$ cat src/rtl/bg_pkg.sv
// Shared defaults and types for the scrolling background renderer.
package bg_pkg;

  localparam int unsigned DEF_IMG_W       = 320;
  localparam int unsigned DEF_IMG_H       = 240;
  localparam int unsigned DEF_ADDR_W      = 17;
  localparam int unsigned DEF_SCALE_NUM   = 5;
  localparam int unsigned DEF_SCALE_SHIFT = 4;

  typedef logic [11:0] rgb12_t;
  localparam rgb12_t BLACK = 12'h000;

  typedef struct packed {
    logic [10:0] vcount;
    logic        vsync;
    logic        vblnk;
    logic [10:0] hcount;
    logic        hsync;
    logic        hblnk;
  } vga_t;

endpackage

$ cat src/rtl/vga_if.sv
// VGA timing bundle passed between draw stages.
interface vga_if;
  logic [10:0] vcount;
  logic        vsync;
  logic        vblnk;
  logic [10:0] hcount;
  logic        hsync;
  logic        hblnk;

  modport in  (input  vcount, vsync, vblnk, hcount, hsync, hblnk);
  modport out (output vcount, vsync, vblnk, hcount, hsync, hblnk);
endinterface

$ cat src/rtl/bg_scroll_ctr.sv
// Per-frame horizontal scroll offset, kept modulo IMG_W, advanced on the vblnk rising edge.
module bg_scroll_ctr
  import bg_pkg::*;
#(
  parameter int unsigned IMG_W   = DEF_IMG_W,
  parameter int unsigned SPEED_W = 4
) (
  input  logic                       clk,
  input  logic                       rst,
  input  logic                       vblnk,
  input  logic                       scroll_en,
  input  logic [SPEED_W-1:0]         scroll_speed,
  input  logic                       scroll_clr,
  output logic [$clog2(IMG_W)-1:0]   offset
);

  localparam int unsigned OFF_W = $clog2(IMG_W);

  logic             r_vblnk_d;
  logic [OFF_W-1:0] r_offset;
  logic             w_tick;
  logic [OFF_W:0]   w_sum;
  logic [OFF_W:0]   w_wrap;

  assign w_tick = vblnk & ~r_vblnk_d;

  // speed < IMG_W, so one conditional subtraction keeps the sum in range
  always_comb begin
    w_sum  = (OFF_W+1)'(r_offset) + (OFF_W+1)'(scroll_speed);
    w_wrap = w_sum;
    if (w_sum >= (OFF_W+1)'(IMG_W)) w_wrap = w_sum - (OFF_W+1)'(IMG_W);
  end

  always_ff @(posedge clk) begin
    if (rst) begin
      r_vblnk_d <= 1'b0;
      r_offset  <= '0;
    end else begin
      r_vblnk_d <= vblnk;
      if (scroll_clr)                r_offset <= '0;
      else if (w_tick && scroll_en)  r_offset <= OFF_W'(w_wrap);
    end
  end

  assign offset = r_offset;

endmodule

$ cat src/rtl/draw_bg_scroll.sv
// Scaled, horizontally scrolling background fetch from an external image ROM,
// with VGA timing delayed to line up with the returned pixel.
module draw_bg_scroll
  import bg_pkg::*;
#(
  parameter int unsigned IMG_W       = DEF_IMG_W,
  parameter int unsigned IMG_H       = DEF_IMG_H,
  parameter int unsigned ADDR_W      = DEF_ADDR_W,
  parameter int unsigned SCALE_NUM   = DEF_SCALE_NUM,
  parameter int unsigned SCALE_SHIFT = DEF_SCALE_SHIFT,
  parameter int unsigned ROM_LAT     = 1,
  parameter int unsigned SPEED_W     = 4
) (
  input  logic               clk,
  input  logic               rst,
  vga_if.in                  vin,
  vga_if.out                 vout,
  input  logic               scroll_en,
  input  logic [SPEED_W-1:0] scroll_speed,
  input  logic               scroll_clr,
  output logic [ADDR_W-1:0]  rom_addr,
  input  rgb12_t             rom_data,
  output rgb12_t             rgb_bg
);

  localparam int unsigned LAT    = 2 + ROM_LAT;
  localparam int unsigned OFF_W  = $clog2(IMG_W);
  localparam int unsigned PROD_W = 11 + $clog2(SCALE_NUM + 1);
  localparam int unsigned MAX_SX = ((2**11 - 1) * SCALE_NUM) >> SCALE_SHIFT;
  localparam int unsigned RED_N  = MAX_SX / IMG_W + 1;

  typedef struct packed {
    logic vld;
    vga_t t;
  } dly_t;

  vga_t              w_vin;
  logic [OFF_W-1:0]  w_offset;
  logic [PROD_W-1:0] r_sx;
  logic [PROD_W-1:0] r_sy;
  logic [31:0]       w_xw;
  logic [31:0]       w_syc;
  logic [ADDR_W-1:0] w_addr;
  dly_t              r_dly [LAT];
  dly_t              w_out;

  assign w_vin = {vin.vcount, vin.vsync, vin.vblnk, vin.hcount, vin.hsync, vin.hblnk};

  bg_scroll_ctr #(
    .IMG_W   (IMG_W),
    .SPEED_W (SPEED_W)
  ) u_ctr (
    .clk          (clk),
    .rst          (rst),
    .vblnk        (vin.vblnk),
    .scroll_en    (scroll_en),
    .scroll_speed (scroll_speed),
    .scroll_clr   (scroll_clr),
    .offset       (w_offset)
  );

  always_ff @(posedge clk) begin
    if (rst) begin
      r_sx <= '0;
      r_sy <= '0;
    end else begin
      r_sx <= (PROD_W'(vin.hcount) * PROD_W'(SCALE_NUM)) >> SCALE_SHIFT;
      r_sy <= (PROD_W'(vin.vcount) * PROD_W'(SCALE_NUM)) >> SCALE_SHIFT;
    end
  end

  // Bounded unrolled subtraction covers sx beyond IMG_W plus the added offset
  always_comb begin
    w_xw = 32'(r_sx) + 32'(w_offset);
    for (int unsigned i = 0; i < RED_N; i++) begin
      if (w_xw >= IMG_W) w_xw = w_xw - IMG_W;
    end
    w_syc  = (32'(r_sy) > IMG_H - 1) ? IMG_H - 1 : 32'(r_sy);
    w_addr = ADDR_W'(w_syc * IMG_W + w_xw);
  end

  always_ff @(posedge clk) begin
    if (rst) rom_addr <= '0;
    else     rom_addr <= w_addr;
  end

  // vld marks slots filled since reset so stale ROM data is never shown
  always_ff @(posedge clk) begin
    if (rst) begin
      for (int unsigned i = 0; i < LAT; i++) r_dly[i] <= '0;
    end else begin
      r_dly[0] <= {1'b1, w_vin};
      for (int unsigned i = 1; i < LAT; i++) r_dly[i] <= r_dly[i-1];
    end
  end

  assign w_out       = r_dly[LAT-1];
  assign vout.vcount = w_out.t.vcount;
  assign vout.vsync  = w_out.t.vsync;
  assign vout.vblnk  = w_out.t.vblnk;
  assign vout.hcount = w_out.t.hcount;
  assign vout.hsync  = w_out.t.hsync;
  assign vout.hblnk  = w_out.t.hblnk;

  assign rgb_bg = (!w_out.vld || w_out.t.vblnk || w_out.t.hblnk) ? BLACK : rom_data;

endmodule

$ cat src/flat_wrapper.sv
// flat-port wrapper written by rule: the top's interface ports become plain ports
module draw_bg_scroll_flat import bg_pkg::*;
#(
  parameter int unsigned IMG_W       = DEF_IMG_W,
  parameter int unsigned IMG_H       = DEF_IMG_H,
  parameter int unsigned ADDR_W      = DEF_ADDR_W,
  parameter int unsigned SCALE_NUM   = DEF_SCALE_NUM,
  parameter int unsigned SCALE_SHIFT = DEF_SCALE_SHIFT,
  parameter int unsigned ROM_LAT     = 1,
  parameter int unsigned SPEED_W     = 4
)
  (clk, rst, scroll_en, scroll_speed, scroll_clr, rom_addr, rom_data, rgb_bg, vin_vcount, vin_vsync, vin_vblnk, vin_hcount, vin_hsync, vin_hblnk, vout_vcount, vout_vsync, vout_vblnk, vout_hcount, vout_hsync, vout_hblnk);
  vga_if vin_i ();
  vga_if vout_i ();
  input  logic clk;
  input  logic rst;
  input  logic scroll_en;
  input  logic [SPEED_W-1:0] scroll_speed;
  input  logic scroll_clr;
  output logic [ADDR_W-1:0] rom_addr;
  input  rgb12_t rom_data;
  output rgb12_t rgb_bg;
  input wire logic [$bits(vin_i.vcount)-1:0] vin_vcount;
  input wire logic [$bits(vin_i.vsync)-1:0] vin_vsync;
  input wire logic [$bits(vin_i.vblnk)-1:0] vin_vblnk;
  input wire logic [$bits(vin_i.hcount)-1:0] vin_hcount;
  input wire logic [$bits(vin_i.hsync)-1:0] vin_hsync;
  input wire logic [$bits(vin_i.hblnk)-1:0] vin_hblnk;
  output wire logic [$bits(vout_i.vcount)-1:0] vout_vcount;
  output wire logic [$bits(vout_i.vsync)-1:0] vout_vsync;
  output wire logic [$bits(vout_i.vblnk)-1:0] vout_vblnk;
  output wire logic [$bits(vout_i.hcount)-1:0] vout_hcount;
  output wire logic [$bits(vout_i.hsync)-1:0] vout_hsync;
  output wire logic [$bits(vout_i.hblnk)-1:0] vout_hblnk;
  assign vin_i.vcount = vin_vcount;
  assign vin_i.vsync = vin_vsync;
  assign vin_i.vblnk = vin_vblnk;
  assign vin_i.hcount = vin_hcount;
  assign vin_i.hsync = vin_hsync;
  assign vin_i.hblnk = vin_hblnk;
  assign vout_vcount = vout_i.vcount;
  assign vout_vsync = vout_i.vsync;
  assign vout_vblnk = vout_i.vblnk;
  assign vout_hcount = vout_i.hcount;
  assign vout_hsync = vout_i.hsync;
  assign vout_hblnk = vout_i.hblnk;
  draw_bg_scroll #(.IMG_W(IMG_W), .IMG_H(IMG_H), .ADDR_W(ADDR_W), .SCALE_NUM(SCALE_NUM), .SCALE_SHIFT(SCALE_SHIFT), .ROM_LAT(ROM_LAT), .SPEED_W(SPEED_W)) u_core (.clk(clk), .rst(rst), .vin(vin_i), .vout(vout_i), .scroll_en(scroll_en), .scroll_speed(scroll_speed), .scroll_clr(scroll_clr), .rom_addr(rom_addr), .rom_data(rom_data), .rgb_bg(rgb_bg));
endmodule
$ cat config.mk
export PLATFORM = sky130hd
export DESIGN_NAME = draw_bg_scroll_flat
export DESIGN_NICKNAME = d
export VERILOG_FILES = /design/src/rtl/bg_pkg.sv /design/src/rtl/vga_if.sv /design/src/rtl/bg_scroll_ctr.sv /design/src/rtl/draw_bg_scroll.sv /design/src/flat_wrapper.sv
export SDC_FILE = /design/constraint.sdc
export NUM_CORES = 1
export LEC_CHECK = 0
export CELL_PAD_IN_SITES_DETAIL_PLACEMENT = 0
export CELL_PAD_IN_SITES_GLOBAL_PLACEMENT = 1
export CORE_MARGIN = 2
export CORE_UTILIZATION = 45
export CTS_CLUSTER_DIAMETER = 80
export DETAILED_ROUTE_END_ITERATION = 16
export PLACE_DENSITY_LB_ADDON = 0.1
export SLEW_MARGIN = 10
export SYNTH_ARGS = -nofsm -noshare
export SYNTH_HDL_FRONTEND = slang
export SYNTH_SLANG_ARGS = --single-unit
$ cat constraint.sdc
create_clock -name clk -period 12.4 [get_ports clk]
set_input_delay 2.48 -clock clk [delete_from_list [all_inputs] [get_ports clk]]
set_output_delay 2.48 -clock clk [all_outputs]
set_load 0.01 [all_outputs]
==> qor.csv <==
metric,value,unit
outcome,"finished, final reports clean",
post_cts resized,0,
vias in the first global route,4877,
Die Area,15900,µm²
TritonCTS Buffers,17,
global route total overflow,0,
Residual DRC,0,
GR met2 Demand/Resource,30.6,%
YS warnings,0,
RD Place Congestion,0.840,
core area,14500,µm²
"Setup violations, final",0,
initial antenna violation count,0,
Die W,126,µm
"EDFF count, synth",0,
setup TNS,0,ps
RSZ-0062 raised after global routing,no,
worst-margin pin slew,992,ps
area grow syn2layout,24.2,%
Die Height,126,µm
GR Util met3,4.04,%
Syn Area/Cell,9.47,µm²
WP data required,12700,ps
arrival time worst endpoint,6500,ps
Setup Buffers After CTS,0,
Main synth FF type,dfxtp_1,
port buffer count,100,
Peak VDD IR,118,µV
slowest CP cell,ha_1,
share of post-route cells with drive strength above 1,7.63,%
vias per std cell,4.96,
sequential area share after synthesis,38.0,%
cts hold-fix bufs,0,
Static Leak,3.55,nW
Clock Skew,9.31,ps
Syn Inst Count,707,
Initial Util,46.1,%
ys async rst share,0,%
CP Capture Type,flop,
CP max FO,13,
worst hold path type,reg2reg,
final core occ,57.2,%
worst-skew pair later-pin latency,410,ps
DPL Wire Length,10.0,mm
clk sinks,127,
DR vias,4879,
Ports,101,
fin crit share,50.0,%
Relative slew margins,33.6,%
CTS tree,yes,
GRT busiest layer,met2,
DRT Pass-1 Iters,5,
Critical Path Start Type,flop,
Max Cap Viol,0,
"Cell Area, Placed",7690,µm²
"Top cell by count, worst path",ha_1,
synth unique cells,68,
largest net degree at the start of global routing,64,
Slew Limit Fails,0,
clock root buffer,clkbuf_16,
Tot GR Track Use,17.0,%
design area,8310,µm²
PwrDens,175,nW/µm²
Final Hold Vio Count,0,
nets@finish,916,
Antenna Cells,0,
Placement Setup Slack,6220,ps
clock-pin slew on the worst setup and hold paths,60,ps
global routing met1 resource utilization,19.5,%
final worst slack,6200,ps
routed length per instance,13.1,µm
Max stage delay on crit path,460,ps
Routed WL,12.9,mm
Rows,44,
first-pass GRT wire length,22.0,mm
Post-Synthesis Cell Area,6690,µm²
Crit Path Class,reg2reg,
Yosys reg bits,127,
final antenna-violating net count,0,
highest clock rate,161,MHz
initial DRC count,178,
Longest Clk Path Bufs,2,
minimum clock period,6200,ps
H-tree levels,4,
[worst max-delay path, delay by kind of cell, from the launching register on]
family	cells	cell delay, ps
flops	1	390
xor+xnor	2	330
simple gates	7	960
compound gates	10	2470
fa+ha+maj	5	1560
mux	1	280
buf+inv	1	90
[per-stage QoR]
stage                     hold slack [ps]  total power [mW]  std cells
after floorplan                       414             0.824        708
after global placement                418             0.944        952
after detailed placement              420             0.950        952
after CTS                             436              1.47        984
after global routing                  448              1.55        984
final                                 434              1.45        984
[synthesized netlist by cell type, types with 4 or more instances]
| cell type | n | share of area, % |
|---|---|---|
| xor2_1 | 18 | 2.4 |
| fa_1 | 6 | 1.8 |
| xnor2_1 | 26 | 3.4 |
| o21ai_1 | 5 | 0.37 |
| nand2_1 | 29 | 1.6 |
| nor2b_1 | 99 | 9.3 |
| a21o_1 | 12 | 1.3 |
| and2_1 | 18 | 1.7 |
| a21oi_1 | 28 | 2.1 |
| dfxtp_1 | 127 | 38 |
| or2_2 | 7 | 0.65 |
| nor4_1 | 4 | 0.37 |
| ha_1 | 77 | 14 |
| o21a_1 | 7 | 0.79 |
| o21ai_0 | 20 | 1.5 |
| and3_1 | 4 | 0.37 |
| nand3_1 | 6 | 0.45 |
| clkbuf_1 | 15 | 0.84 |
| nor2_1 | 58 | 3.3 |
| nor3_1 | 10 | 0.75 |
| a211oi_1 | 6 | 0.67 |
| nand2b_1 | 4 | 0.37 |
| o21bai_1 | 6 | 0.67 |
| buf_4 | 23 | 2.6 |
| inv_1 | 27 | 1.5 |
| mux2i_1 | 5 | 0.75 |
| or3_1 | 6 | 0.56 |
[layer usage]
layer | part of all wire [%] | vias up
met5 | 0 | -
met1 | 44 | 2234
met3 | 3.2 | 20
met2 | 51 | 80
met4 | 2.0 | 0
li1 | - | 2545
[final timing paths]
| check | start | to | slack (ps) | cells past startpoint |
|---|---|---|---|---|
| min reg2reg | u_core.r_dly[0][33] | u_core.r_dly[0][60] | 430 | 1 |
| min | u_core.r_dly[0][33] | u_core.r_dly[0][60] | 430 | 1 |
| max | u_core.u_ctr.offset[6] | u_core.rom_addr[16] | 6200 | 26 |
| max reg2reg | u_core.u_ctr.offset[6] | u_core.rom_addr[16] | 6200 | 26 |
[flip-flops by register name, summed over array words and instances (netlist names)]
register             flops
u_core.rom_addr         17
u_core.r_sy             10
u_core.r_dly            81
u_core.u_ctr.offset      9
u_core.r_sx             10
[report_power, final]
group          internal [mW]  total (mW)  leakage [nW]  switching, mW
Combinational          0.233       0.480          2.21          0.247
Clock                  0.307       0.513         0.297          0.206
Sequential             0.447       0.458          1.05         0.0106
Total                  0.987        1.45          3.55          0.464
[logic make-up after synthesis]
kind of cell / after synthesis / share of synthesized area (%)
other cells: 1 / 0.0560
simple gates: 265 / 21.9
xor+xnor: 45 / 6.00
buf+inv: 69 / 5.18
compound gates: 110 / 11.5
fa+ha+maj: 83 / 16.2
flops: 127 / 38.0
mux: 7 / 1.14
[area by class of cell]
type / count / area (µm²)
Clock inverter: 15 / 194
Multi-Input combinational cell: 512 / 3810
Tap cell: 184 / 230
Timing Repair Buffer: 101 / 1010
Clock buffer: 17 / 425
Fill cell: 1310 / 6220
Sequential cell: 127 / 2540
Inverter: 28 / 105
[layout by cell type (no fill, tap or decap), types with 3 or more instances in the layout]
cell             count
o21bai_1             6
inv_6                6
o21ai_1              5
nand3_1              6
or2_2                7
nor4_1               4
mux2i_1              5
inv_8                3
a21oi_1             28
and2_1              18
dfxtp_1            127
nor2b_1             99
xor2_1              18
inv_1               27
xnor2_1             26
clkdlybuf4s50_1     99
clkbuf_16           17
o21a_1               7
o21ai_0             20
nand2b_1             4
and3_1               4
or4_1                3
nand2_1             29
o21ai_2              3
nor3_1              10
a21o_1              12
nor2_1              58
a211oi_1             6
ha_1                77
or3_1                6
fa_1                 6
No activity file was read; power rests on OpenSTA's default activity.
